<file path="src/rtl/avr_irq_pkg.sv">
// Shared constants for the AVR interrupt controller: MMIO register offsets and
// CTRL register bit positions.
package avr_irq_pkg;

  localparam int unsigned IO_DATA_W = 8;

  localparam logic [1:0] IRQ_REG_ENABLE  = 2'd0;
  localparam logic [1:0] IRQ_REG_MODE    = 2'd1;
  localparam logic [1:0] IRQ_REG_PENDING = 2'd2;
  localparam logic [1:0] IRQ_REG_CTRL    = 2'd3;

  localparam int unsigned GIE_BIT   = 7;
  localparam int unsigned IFLAG_BIT = 6;

endpackage

</file>
<file path="src/rtl/irq_prio_enc.sv">
// Combinational lowest-index priority encoder with an any-active flag.
// Registering of the results is left to the instantiating block.
module irq_prio_enc #(
  parameter int unsigned NUM_IRQ = 8,
  parameter int unsigned VECT_W  = 3
) (
  input  logic [NUM_IRQ-1:0] active,
  output logic               any_c,
  output logic [VECT_W-1:0]  vect_c
);

  // Scan from the top so the lowest active index is the last one written.
  always_comb begin
    any_c  = |active;
    vect_c = '0;
    for (int i = NUM_IRQ - 1; i >= 0; i--) begin
      if (active[i]) vect_c = VECT_W'(i);
    end
  end

endmodule

</file>
<file path="src/rtl/avr_irq_ctrl.sv">
// Parametrised interrupt controller in front of the AVR core: per-channel
// enable mask, level/edge mode, latched edge pending bits and an MMIO window.
module avr_irq_ctrl
  import avr_irq_pkg::*;
#(
  parameter int unsigned NUM_IRQ     = 8,
  parameter int unsigned VECT_W      = 3,
  parameter int unsigned SYNC_STAGES = 2
) (
  input  logic                 clk,
  input  logic                 rst,
  input  logic [NUM_IRQ-1:0]   irq_lines,
  input  logic                 io_re,
  input  logic                 io_we,
  input  logic [1:0]           io_a,
  input  logic [IO_DATA_W-1:0] io_di,
  output logic [IO_DATA_W-1:0] io_do,
  input  logic                 ack_stb,
  input  logic [VECT_W-1:0]    ack_vect,
  output logic                 iflag,
  output logic [VECT_W-1:0]    ivect
);

  logic [NUM_IRQ-1:0]   irq_s;
  logic [NUM_IRQ-1:0]   irq_d;
  logic [NUM_IRQ-1:0]   enable;
  logic [NUM_IRQ-1:0]   mode;
  logic [NUM_IRQ-1:0]   edge_pend;
  logic                 gie;

  logic [NUM_IRQ-1:0]   wr_data_c;
  logic                 we_enable_c;
  logic                 we_mode_c;
  logic                 we_pend_c;
  logic                 we_ctrl_c;
  logic [NUM_IRQ-1:0]   ack_hit_c;
  logic [NUM_IRQ-1:0]   edge_set_c;
  logic [NUM_IRQ-1:0]   edge_clr_c;
  logic [NUM_IRQ-1:0]   edge_nxt_c;
  logic [NUM_IRQ-1:0]   pending_c;
  logic [NUM_IRQ-1:0]   active_c;
  logic                 any_c;
  logic [VECT_W-1:0]    vect_c;
  logic [IO_DATA_W-1:0] rd_data_c;

  // Input synchroniser; zero stages means the lines are already in clk domain.
  generate
    if (SYNC_STAGES == 0) begin : g_nosync
      assign irq_s = irq_lines;
    end else begin : g_sync
      logic [NUM_IRQ-1:0] sync_q [SYNC_STAGES];
      always_ff @(posedge clk) begin
        if (rst) begin
          for (int k = 0; k < SYNC_STAGES; k++) sync_q[k] <= '0;
        end else begin
          sync_q[0] <= irq_lines;
          for (int k = 1; k < SYNC_STAGES; k++) sync_q[k] <= sync_q[k-1];
        end
      end
      assign irq_s = sync_q[SYNC_STAGES-1];
    end
  endgenerate

  assign wr_data_c   = io_di[NUM_IRQ-1:0];
  assign we_enable_c = io_we && (io_a == IRQ_REG_ENABLE);
  assign we_mode_c   = io_we && (io_a == IRQ_REG_MODE);
  assign we_pend_c   = io_we && (io_a == IRQ_REG_PENDING);
  assign we_ctrl_c   = io_we && (io_a == IRQ_REG_CTRL);

  always_comb begin
    ack_hit_c = '0;
    for (int i = 0; i < NUM_IRQ; i++) begin
      ack_hit_c[i] = ack_stb && (ack_vect == VECT_W'(i));
    end
  end

  // Edge latch: a fresh edge beats a same-cycle ack/W1C; 0->1 mode switch clears.
  always_comb begin
    edge_set_c = mode & irq_s & ~irq_d;
    edge_clr_c = ack_hit_c & mode & enable;
    if (we_pend_c) edge_clr_c = edge_clr_c | wr_data_c;
    edge_nxt_c = (edge_pend & ~edge_clr_c) | edge_set_c;
    if (we_mode_c) edge_nxt_c = edge_nxt_c & ~(wr_data_c & ~mode);
  end

  assign pending_c = (mode & edge_pend) | (~mode & irq_s);
  assign active_c  = pending_c & enable;

  irq_prio_enc #(
    .NUM_IRQ (NUM_IRQ),
    .VECT_W  (VECT_W)
  ) u_prio_enc (
    .active  (active_c),
    .any_c   (any_c),
    .vect_c  (vect_c)
  );

  always_comb begin
    rd_data_c = '0;
    case (io_a)
      IRQ_REG_ENABLE:  rd_data_c = IO_DATA_W'(enable);
      IRQ_REG_MODE:    rd_data_c = IO_DATA_W'(mode);
      IRQ_REG_PENDING: rd_data_c = IO_DATA_W'(pending_c);
      default: begin
        rd_data_c[GIE_BIT]     = gie;
        rd_data_c[IFLAG_BIT]   = iflag;
        rd_data_c[VECT_W-1:0]  = ivect;
      end
    endcase
  end

  always_ff @(posedge clk) begin
    if (rst) begin
      enable    <= '0;
      mode      <= '0;
      edge_pend <= '0;
      gie       <= 1'b0;
      irq_d     <= '0;
      iflag     <= 1'b0;
      ivect     <= '0;
      io_do     <= '0;
    end else begin
      irq_d     <= irq_s;
      edge_pend <= edge_nxt_c;
      if (we_enable_c) enable <= wr_data_c;
      if (we_mode_c)   mode   <= wr_data_c;
      if (we_ctrl_c)   gie    <= io_di[GIE_BIT];
      iflag <= gie & any_c;
      ivect <= vect_c;
      if (io_re) io_do <= rd_data_c;
    end
  end

endmodule

</file>
<file path="config.mk">
export PLATFORM = sky130hd
export DESIGN_NAME = avr_irq_ctrl
export DESIGN_NICKNAME = d
export VERILOG_FILES = /design/src/rtl/avr_irq_pkg.sv /design/src/rtl/irq_prio_enc.sv /design/src/rtl/avr_irq_ctrl.sv
export SDC_FILE = /design/constraint.sdc
export NUM_CORES = 1
export LEC_CHECK = 0
export CORE_AREA = 5 5 91 72
export CTS_CLUSTER_SIZE = 28
export DETAILED_ROUTE_END_ITERATION = 7
export DIE_AREA = 0 0 96 77
export GPL_ROUTABILITY_DRIVEN = 0
export PLACE_DENSITY = 0.8
export SETUP_SLACK_MARGIN = 0.1
export SLEW_MARGIN = 20
export SYNTH_ARGS = -nofsm -noshare
export SYNTH_HDL_FRONTEND = slang
export SYNTH_SLANG_ARGS = --single-unit
</file>
<file path="constraint.sdc">
create_clock -name clk -period 2.1 [get_ports clk]
set_input_delay 0.525 -clock clk [delete_from_list [all_inputs] [get_ports clk]]
set_output_delay 0.525 -clock clk [all_outputs]
set_load 0.02 [all_outputs]
</file>
==> results.txt <==
- Detailed-route via count: 2,380
- Of the synthesized area, sequential elements account for 45.2%.
- Buffers inserted during clock tree synthesis total 9.
* Worst path bufs/invs: 1
* Finished Cell Area: 3380 µm²
- Cell area reported after detailed placement: 3220 µm²
* Max-slew violations: 0
- STA classifies the critical path endpoint as a primary output.
- For this run, the slowest stage of the critical path takes 620 ps.
* Tightest Pin Transition: 602 ps
- The first detailed-routing pass ran for 4 iterations.
- Max-cap violations in this run came to 0.
- Counting every net in the synthesized netlist gives 328.
* Critical Setup Path Class: reg2out
- The die covers 7390 µm².
- For this run, the total global-route usage over all layers was measured as 20.1%.
* Syn avg cell area: 8.95 µm²
- Outcome: finished, final reports clean
* Share of the synthesized area in the top cell type: 45.2%
- The via count of the first global-routing pass was 2,313.
- Post-cts repair resize count: 0
* Post-route minimum period: 1840 ps
- Final Skew: 7.75 ps
* Total grt overflow: 0
- The final critical path takes up 87.6% of the cycle.
* Post-synthesis instance total: 302
- Largest net degree at the start of global routing: 29
- After detailed routing, the number of remaining DRC violations is 0.
* Buffer levels on the longest clock path: 2
- Setup repair after global routing left no endpoint under its margin.
- The number of failing hold endpoints at the final stage came to 0.
- Clock-pin slew was measured on the worst setup and hold paths at 70 ps.
- The number of antenna violations at the first check in global routing was 0.
- For this design the ratio of total power to cell area is 704 nW/µm².
* Number of antenna repair diodes: 0
* Fmax achieved: 0.544 GHz
- After detailed routing, the number of vias per cell comes to 5.47.
- STA puts the critical path data required time at 1570 ps.
- Type of element launching the critical path: flop
- Port bufs: 37
- Row cnt: 24
* Leakage power total: 1.18 nW
* TNS Setup: 0 ps
- Wire length of the first global-routing pass: 11,300 µm
* Clock sinks: 61
- Overall die width: 96 µm
- Number of buffers inserted to repair setup after CTS: 0
* Type of the worst min-delay path: reg2reg
- Per-cell routed wire length: 16.1 µm
* Total setup violations reported at the end of the flow: 0
- Starting density of the core: 48.4%
- Clock latency reported for the late side of the worst-skew pair: 340 ps
- CP cell instances: clkdlybuf4s50_1
- Detail Route Antenna Nets: 0
- After the first detailed-routing iteration, the DRC count stood at 175.
* H-tree Lvls: 3
* Post-Route WL: 7020 µm
- Final HPWL DP: 5120 µm
- The floorplan step defined a core boundary enclosing 5590 µm².
- Measured along the y axis, the die boundary spans 77 µm.
* Clock tree root buffer cell: clkbuf_8
- Largest vdd supply drop: 0.000483 V
* Io pins: 38
- Cell type contributing the most total cell area after synthesis: dfxtp_1
* Synth top area cells: dfxtp_1 45%, nand2b_1 6.9%, a21oi_1 6.5%, nor2b_1 6.5%, nand2_1 4.3%
* Slowest library cell on the worst path: clkdlybuf4s50_1
* Arrival time at the worst endpoint: 1310 ps
- Top delay family on crit path: buffers and inverters
* Nets: 378
* Hold_buf cts: 0
- In this run the worst path has a maximum fanout of 2.
- Number of unique standard cell types used by synthesis: 36
- Share of post-route cells with drive strength above 1: 13.7%
- From synthesis to final layout, the design area changed by 25.0%.
- Synth Warn #: 0
- Max-Slew Margin vs Limit: 59.9%
- Number of storage elements in the synthesis netlist: 61
- Clock tree from TritonCTS: yes
- Summing every instance area after synthesis gives 2700 µm².
- Count of fill cells added during filler insertion: 535
[stage by stage]
step | setup slack (ps) | std cells | hold slack, ps | util, % | total power, mW
after floorplan | 740 | 302 | 414 | - | 1.40
after global placement | 63.4 | 419 | 417 | 57.7 | 1.53
after detailed placement | 30.2 | 419 | 420 | 57.7 | 1.54
after CTS | 249 | 435 | 434 | 60.5 | 2.40
after global routing | 218 | 435 | 459 | 60.5 | 2.49
final | 261 | 435 | 432 | 60.5 | 2.38
[per-layer routing]
layer / vias to the layer above / GRT usage [%] / part of all wire (%)
met1: 1121 / 26.7 / 45
li1: 1150 / - / -
met5: - / 0 / 0
met4: 0 / 6.25 / 1.7
met3: 16 / 7.93 / 8.3
met2: 93 / 29.8 / 45
[path summary, 6_finish.rpt]
path                             startpoint                         endpoint  slack (ps)  depth (start not counted)
max                     ivect[2]$_SDFF_PP0_                         ivect[2]         260                          1
min          g_sync.sync_q[0][4]$_SDFF_PP0_  g_sync.sync_q[0][12]$_SDFF_PP0_         430                          1
max reg2reg            mode[6]$_SDFFE_PP0P_              ivect[0]$_SDFF_PP0_         600                          4
min reg2reg  g_sync.sync_q[0][4]$_SDFF_PP0_  g_sync.sync_q[0][12]$_SDFF_PP0_         430                          1
[sequential cells by signal (all words and copies together) (netlist names)]
register,count
ivect,3
enable,8
gie,1
iflag,1
mode,8
io_do,8
g_sync.sync_q,16
irq_d,8
edge_pend,8
[cell usage in the layout (no fill, tap or decap), drive strengths merged, types with 8 or more instances in the layout]
master and instances:
clkbuf 11, mux2i 8, nor2 19, clkdlybuf4s50 36
nand2b 30, buf 16, nor2b 28, dfxtp 61
a21oi 45, nand2 31
[power breakdown]
group,leakage (nW),internal [mW],switching (mW),total (mW)
registers,0.498,1.20,0.0299,1.23
clock network,0.0829,0.419,0.447,0.867
logic,0.603,0.146,0.140,0.286
total,1.18,1.76,0.617,2.38
[cell type report]
class	count	area [µm²]	share of cell area, %
clock inverters	5	27.5	0.815
repair buffers	52	490	14.5
clock buffers	11	131	3.89
multi-input cells	223	1390	41.2
well taps	78	97.6	2.89
inverters	5	18.8	0.555
flip-flops and latches	61	1220	36.1
[synth_stat cells (all sizes together)]
library cell / count
a41oi: 1
clkbuf: 6
a22oi: 4
o22ai: 5
o22a: 5
o21ai: 5
o211a: 1
nand3: 7
and3b: 2
mux2: 6
a2bb2oi: 1
nor2b: 28
a21o: 3
nand3b: 3
nor2: 19
a21oi: 45
nand4: 5
dfxtp: 61
a211oi: 4
a211o: 1
buf: 7
inv: 5
nand2b: 30
mux2i: 8
o32ai: 5
o2111ai: 1
nor3b: 1
or2b: 1
nand2: 31
and2b: 1
[cells by family (layout without fill, tap and decap cells)]
kind of cell	count (synthesis)	count (layout)	synth area share [%]
multiplexers	14	14	5.88
flip-flops	61	61	45.2
buffers and inverters	18	73	3.33
AND/OR/NAND/NOR	128	128	25.5
AO/OA/AOI/OAI	81	81	20.2
Note: power is estimated with default switching activity, not from simulation.
